### src/rtl/onehot_pkg.sv
// Shared widths and FSM encoding for the one-hot hold decoder and its combinational core.
package onehot_pkg;
    localparam int SEL_W = 3;
    localparam int OUT_W = 1 << SEL_W;

    typedef enum logic {
        ST_IDLE = 1'b0,
        ST_HOLD = 1'b1
    } state_t;
endpackage

### src/rtl/onehot_3to8_decode.sv
// Pure combinational binary-to-one-hot decode; usable on its own.
module onehot_3to8_decode
    import onehot_pkg::*;
(
    input  logic [SEL_W-1:0] code,
    output logic [OUT_W-1:0] f_comb
);
    assign f_comb = OUT_W'(1) << code;
endmodule

### src/rtl/onehot_3to8_decoder_hold.sv
// Registered 3-to-8 one-hot decoder: each accepted code is held for HOLD_CYCLES enabled
// cycles, with gapless back-to-back reload when a new code arrives on the last hold cycle.
module onehot_3to8_decoder_hold
    import onehot_pkg::*;
#(
    parameter int HOLD_CYCLES = 4
) (
    input  logic             clk,
    input  logic             rst_n,
    input  logic             en,
    input  logic             in_valid,
    output logic             in_ready,
    input  logic [SEL_W-1:0] C,
    output logic [OUT_W-1:0] F,
    output logic             busy,
    output logic             done
);
    localparam int CNT_W = $clog2(HOLD_CYCLES + 1);
    localparam logic [CNT_W-1:0] CNT_LOAD = CNT_W'(HOLD_CYCLES);
    localparam logic [CNT_W-1:0] CNT_ONE  = CNT_W'(1);

    state_t           state, state_n;
    logic [CNT_W-1:0] cnt, cnt_n;
    logic [OUT_W-1:0] f_comb, f_n;
    logic             busy_n, done_n;
    logic             last, accept;

    onehot_3to8_decode u_decode (
        .code   (C),
        .f_comb (f_comb)
    );

    // The last hold cycle is also an accept slot, which makes reloads gapless.
    assign last     = (state == ST_HOLD) && (cnt == CNT_ONE);
    assign in_ready = en && ((state == ST_IDLE) || last);
    assign accept   = in_valid && in_ready;

    always_ff @(posedge clk or negedge rst_n) begin
        if (!rst_n) begin
            state <= ST_IDLE;
            cnt   <= '0;
            F     <= '0;
            busy  <= 1'b0;
            done  <= 1'b0;
        end else begin
            state <= state_n;
            cnt   <= cnt_n;
            F     <= f_n;
            busy  <= busy_n;
            done  <= done_n;
        end
    end

    always_comb begin
        state_n = state;
        cnt_n   = cnt;
        f_n     = F;
        busy_n  = busy;
        done_n  = 1'b0;
        if (en) begin
            unique case (state)
                ST_IDLE: begin
                    if (accept) begin
                        state_n = ST_HOLD;
                        cnt_n   = CNT_LOAD;
                        f_n     = f_comb;
                        busy_n  = 1'b1;
                    end
                end
                ST_HOLD: begin
                    if (cnt > CNT_ONE) begin
                        cnt_n = cnt - CNT_ONE;
                    end else begin
                        done_n = 1'b1;
                        if (accept) begin
                            cnt_n = CNT_LOAD;
                            f_n   = f_comb;
                        end else begin
                            state_n = ST_IDLE;
                            cnt_n   = '0;
                            f_n     = '0;
                            busy_n  = 1'b0;
                        end
                    end
                end
                default: begin
                    state_n = ST_IDLE;
                    cnt_n   = '0;
                    f_n     = '0;
                    busy_n  = 1'b0;
                end
            endcase
        end
    end
endmodule

### config.mk
export PLATFORM = sky130hd
export DESIGN_NAME = onehot_3to8_decoder_hold
export DESIGN_NICKNAME = d
export VERILOG_FILES = /design/src/rtl/onehot_pkg.sv /design/src/rtl/onehot_3to8_decode.sv /design/src/rtl/onehot_3to8_decoder_hold.sv
export SDC_FILE = /design/constraint.sdc
export NUM_CORES = 1
export LEC_CHECK = 0
export BUFFER_PORTS_ARGS = -buffer_cell sky130_fd_sc_hd__buf_4
export CORE_UTILIZATION = 45
export CTS_CLUSTER_SIZE = 25
export DETAILED_ROUTE_END_ITERATION = 12
export GPL_ROUTABILITY_DRIVEN = 1
export PLACE_DENSITY = 0.79
export SYNTH_ARGS = -nofsm -noshare
export SYNTH_HDL_FRONTEND = slang
export SYNTH_HIERARCHICAL = 1
export SYNTH_SLANG_ARGS = --single-unit
export TNS_END_PERCENT = 20
### constraint.sdc
create_clock -name clk -period 1.7 [get_ports clk]
set_input_delay 0.17 -clock clk [delete_from_list [all_inputs] [get_ports clk]]
set_output_delay 0.17 -clock clk [all_outputs]
set_load 0.005 [all_outputs]
# Word-level counts from Yosys, hierarchy flattened
# Cells that the tools add are included.
op_classes:
  shift: 1
  n_eq_ne: 4
  n_lt_le_gt_ge: 1
  addsub: 1
  mux: 18
  n_reduce_logical: 7
  n_bitwise: 1
ops:
  columns: ["op", "n"]
  rows:
  - ["$mux W8", 3]
  - ["$pmux W8 S2", 1]
  - ["$mux W3", 3]
  - ["$mux W1", 8]
  - ["$shl A1 B3 Y8 const A", 1]
  - ["$ne A2 B2 Y1 const B", 3]
  - ["$pmux W3 S2", 1]
  - ["$pmux W1 S2", 2]
  - ["$reduce_and A4 Y1", 1]
  - ["$eq A3 B1 Y1 const B", 1]
  - ["$gt A3 B1 Y1 const B", 1]
  - ["$logic_and A1 B1 Y1", 3]
  - ["$reduce_and A3 Y1", 1]
  - ["$sub A3 B1 Y3 const B", 1]
  - ["$reduce_and A2 Y1", 1]
  - ["$logic_or A1 B1 Y1", 1]
  - ["$not A1 Y1", 1]
totals:
  in_bits: 7
  output_inout_bits: 11
  elab_cells: 38
  regBits: 14

# Logic depth before layout (Yosys ltp)
logic_depth:
  ltp_word: 8
  depth_mapped: 11
  depth_no_buf: 10

# By module
# Netlist, hierarchy kept.
by_module_without_submodules:
  columns: ["mod", "area_each_um2", "cells_each", "instances", "seq_area_each_um2"]
  rows:
  - ["onehot_3to8_decoder_hold", 658.1, 56, 1, 350.3]
  - ["onehot_3to8_decode", 65.1, 8, 1, 0.0]

# Least setup slack after synthesis
# Ideal clock, no wire load.
synth_path:
  kind: "reg-to-reg"
  start: "register cnt[1]"
  end: "register cnt[2]"
  required_time_ns: 1.569
  path_stages_with_launch: 12
  arrival_ns: 1.595
  setup_time_ns: 0.131
  path_slack_ns: -0.026
  path_buffers: 1
  synth_period_minus_slack_ns: 1.726
  path_cell_list: "dfrtp_1 -> inv_1 -> ha_1 -> nand2b_1 -> a21oi_2 -> buf_4 -> inv_1 -> ha_1 -> nor2b_1 -> nand4_1 -> o21ai_0 -> a31oi_1"
synth_between:
  elab_chain_len: 8
  word_cells_on_any_way: 12
  classes_between: "1 x add/sub; 1 x order compare; 2 x eq/ne; 3 x mux; 5 x reduce/logical"
synth_lines:
  columns: ["element", "line_no", "source"]
  rows:
  - ["from (decl)", "onehot_3to8_decoder_hold.sv:23", "logic [CNT_W-1:0] cnt, cnt_n;"]
  - ["from (signal assigned)", "onehot_3to8_decoder_hold.sv:47", "cnt <= cnt_n;"]
  - ["$eq A3 B1 Y1", "onehot_3to8_decoder_hold.sv:34", "assign last = (state == ST_HOLD) && (cnt == CNT_ONE);"]
  - ["$logic_and A1 B1 Y1", "onehot_3to8_decoder_hold.sv:34", null]
  - ["$logic_or A1 B1 Y1", "onehot_3to8_decoder_hold.sv:35", "assign in_ready = en && ((state == ST_IDLE) || last);"]
  - ["$logic_and A1 B1 Y1", "onehot_3to8_decoder_hold.sv:35", null]
  - ["$logic_and A1 B1 Y1", "onehot_3to8_decoder_hold.sv:36", "assign accept = in_valid && in_ready;"]
  - ["$mux W3", "onehot_3to8_decoder_hold.sv:75", "if (accept) begin"]
  - ["$mux W3", "onehot_3to8_decoder_hold.sv:71", "if (cnt > CNT_ONE) begin"]
  - ["$pmux W3 S2", "onehot_3to8_decoder_hold.sv:61", "unique case (state)"]
# Several ways; a longest one is shown, not always the timed one.
# A chain may end at the register's enable or synchronous reset.

# Worst setup path after layout
# Same ends and word-level chain as after synthesis.

==> summary.md <==
| Metric | Value |
|---|---|
| Area of the mapped netlist | roughly 720 um2 |
| Gr ovfl total | 0 |
| Syn Nets | 74 |
| First DRT Iteration DRCs | 15 |
| Die area | ~0.0018 mm2 |
| Die Span Y | 42.09 um |
| Synth cell types | 23 |
| Yosys top cell by area | dfrtp_1 |
| Pre-CTS setup slack | about 0.042 ns |
| Worst rel slew slack | 0.7915 |
| Worst setup path start | cnt[1] |
| Max FO, Critical Path | 3 |
| Via Count | 568 |
| R2R Path Start | cnt[1] |
| CP arrival | roughly 1.8 ns |
| Power share of the clock group | 0.144 |
| Average cell area after synthesis | 11.30 um2 |
| Tcrit/Tclk final | 0.9460 |
| Clk root buf | clkbuf_4 |
| Worst setup margin | 0.09186 ns |
| Reg2reg setup slack | 0.09 ns |
| Hold WC Path Type | in2reg |
| Vias in the first global route | 494 |
| Required @ worst endpoint | between 1.5 and 2 ns |
| Min cycle time layout | 1.608 ns |
| Share of cells above drive strength 1 | 0.4023 |
| Initial Utilization | 0.4801 |
| Worst-Margin Slew | 0.3127 ns |
| Core area | approximately 0.0015 mm2 |
| Clock skew | approximately 0.0045 ns |
| Wire length per cell | 13.41 um |
| Area contributors post-synth | dfrtp_1 (48%), a22o_1 (11%), ha_1 (5.2%), and3b_2 (4.2%), o21ai_0 (4.2%) |
| Remaining DRCs | 0 |
| Final setup viols | 0 |
| # nets final | a little under 100 |
| Status | complete, no violations |
| Num CTS Buffers | 3 |
| IO buf count | 17 |
| Worst Reg-to-Reg Cells | 10 |
| Power per cell area | roughly 1300 mW/mm2 |
| P_sw | between 0.0004 and 0.0005 W |
| Max Clk Rate | 621.8 MHz |
| Hold_sp | en |
| CP max stage cell | dfrtp_1 |
| Multi-input logic area | around 370 um2 |
| DR pass1 iterations | 4 |
| Pins Over Slew Limit | 0 |
| Placement Rows | 14 |
| Switching Share | 0.3469 |
| Synth warnings | 6 |
| CTS tree | yes |
| Clock Pin Slew Worst Setup and Hold Paths | 0.08 ns |
| Area Growth Syn to Fin | 30.10% |
| Startpoint types | flip-flop |
| Skew-Pair Late Insertion Delay | approximately 0.27 ns |
| Die width | between 40 and 50 um |
| Crit Path Category | reg2reg |
| Critical Path End Type | flip-flop |
| Worst vdd ir | approximately 0.73 mV |
| Cell area after placement | between 800 and 900 um2 |
| H-tree depth | 1 |
| Top-area cell type share of the netlist area | 0.4844 |
| CTS Buffer Depth | 2 |
| Max Cap Viol | 0 |
| Leak | 0.4627 nW |
| Hold Path End | state |
| Initial antenna violation count | 0 |
| Max incr delay on CP | 0.39 ns |
| Fill count | ~140 |
| Non-Filler Cell Area, Final | approximately 940 um2 |
| Sequential fraction of the synthesis area | 0.4844 |
| Ports | 18 |
| RSZ-0062 raised after global routing | no |
| Register area | between 300 and 400 um2 |
| First-pass GRT wire length | 2.132 mm |
| Number of hold violations in the final report | 0 |
| Hold Crit Depth | 2 |
| Post-DRT Antenna Nets | 0 |
| Cell internal pwr | between 0.0008 and 0.0009 W |
| Cells after Synth | 64 |
| Seq cells post-synth | 14 |
| Overall power | about 0.0012 W |
| Routed WL | ~1.4 mm |
| Gr usage total | 0.1588 |
| Post-DR vias/cell | around 5.5 |
| Combinational share of power | 0.446 |
| Part of the power in registers | 0.410 |
| Setup TNS | 0 ns |
| Clock net sink count | 14 |
| Largest net degree at the start of global routing | 15 |
| Worst r2r dst | cnt[2] |
| Critical Path, Cell by Cell | inv_2 -> ha_4 -> nand2b_4 -> a21oi_2 -> inv_1 -> ha_1 -> nor2b_2 -> nand4_1 -> o21ai_1 -> a31oi_1 |
| Number of diodes | 0 |
| RePlAce Congestion | between 0.8 and 0.9 |
==> layout by cell type, fill, tap and decap left out, types with 2 or more instances in the layout <==
master / n
ha_1: 2
buf_4: 20
o21ai_0: 5
inv_1: 4
nor3b_1: 3
a22o_1: 9
nand2_1: 5
dfrtp_1: 14
and3b_2: 3
clkbuf_4: 3
==> synth_stat cells (all sizes together) <==
library cell and count:
buf 1, nor2 1, and3b 3, nand2 5, a22o 9, nand4 1
dfrtp 14, and4 1, mux2i 1, nor3 1, ha 3, a31oi 2
a21oi 2, o21bai 1, o21ai 6, nor2b 1, nand2b 2, nor3b 3
inv 5, and3 1, and2 1
==> registers in the layout (all words and copies together) (netlist names) <==
register  cells
F             8
cnt           3
busy          1
done          1
state         1
==> routing by layer <==
layer  vias up  GRT usage  routed length (um)
li1        280          -                   -
met1       270     0.2000                 649
met2        14     0.2531                 638
met3         4    0.04310                  66
met4         0    0.07500                  27
met5         -          0                   0
==> power by group through the flow <==
stage          clock [W]  sequential, W  combinational [W]
2_1_floorplan          0       0.000510           0.000296
3_5_place_dp           0       0.000505           0.000515
5_1_grt         0.000202       0.000514           0.000606
6_report        0.000178       0.000505           0.000549
3_3_place_gp           0       0.000499           0.000500
4_1_cts         0.000187       0.000498           0.000518
==> kinds of logic (layout without fill, tap and decap cells) <==
family | count (synthesis) | after routing | share of synthesized area
AOI/OAI and AO/OA | 20 | 20 | 0.2336
and+or+nand+nor | 20 | 20 | 0.1799
DFF | 14 | 14 | 0.4844
buffers and inverters | 6 | 29 | 0.03634
adders and majority gates | 3 | 3 | 0.05191
muxes | 1 | 1 | 0.01384
==> worst max path at each step <==
stage | endpoint | slack [ns] | depth (start not counted)
floorplan | cnt[2] | -0.004 | 11
global placement | cnt[1] | 0.13 | 8
detailed placement | cnt[2] | 0.04 | 10
CTS | cnt[2] | 0.04 | 10
global route | cnt[2] | 0.02 | 10
finish | cnt[2] | 0.09 | 10
==> worst max-delay path, delay by kind of cell, from the launching register on <==
kind	cells	cell delay [ns]
simple gates	3	0.32
buf+inv	2	0.14
flops	1	0.39
compound gates	3	0.28
fa+ha+maj	2	0.34
==> through the flow <==
step,util,hold slack [ns],instances
floorplan,-,-0.1256,64
global placement,0.5880,0.02681,99
detailed placement,0.5880,0.02915,99
CTS,0.6096,0.1491,103
global route,0.6246,0.1703,103
finish,0.6246,0.1561,103
==> final cells by class <==
class	count	area share
Multi-Input combinational cell	44	0.3923
Clock buffer	3	0.02394
Sequential cell	14	0.3723
Tap cell	16	0.02128
Timing Repair Buffer	21	0.1702
Inverter	5	0.01995
==> what timing repair did <==
item                                    in CTS  in global routing
setup buffers                                0                  0
endpoints found under the hold margin       14                  0
endpoints found under the setup margin       0                  4
hold buffers                                 1                  0
gates resized for setup                      0                  6
(Power assumes the default switching activity.)
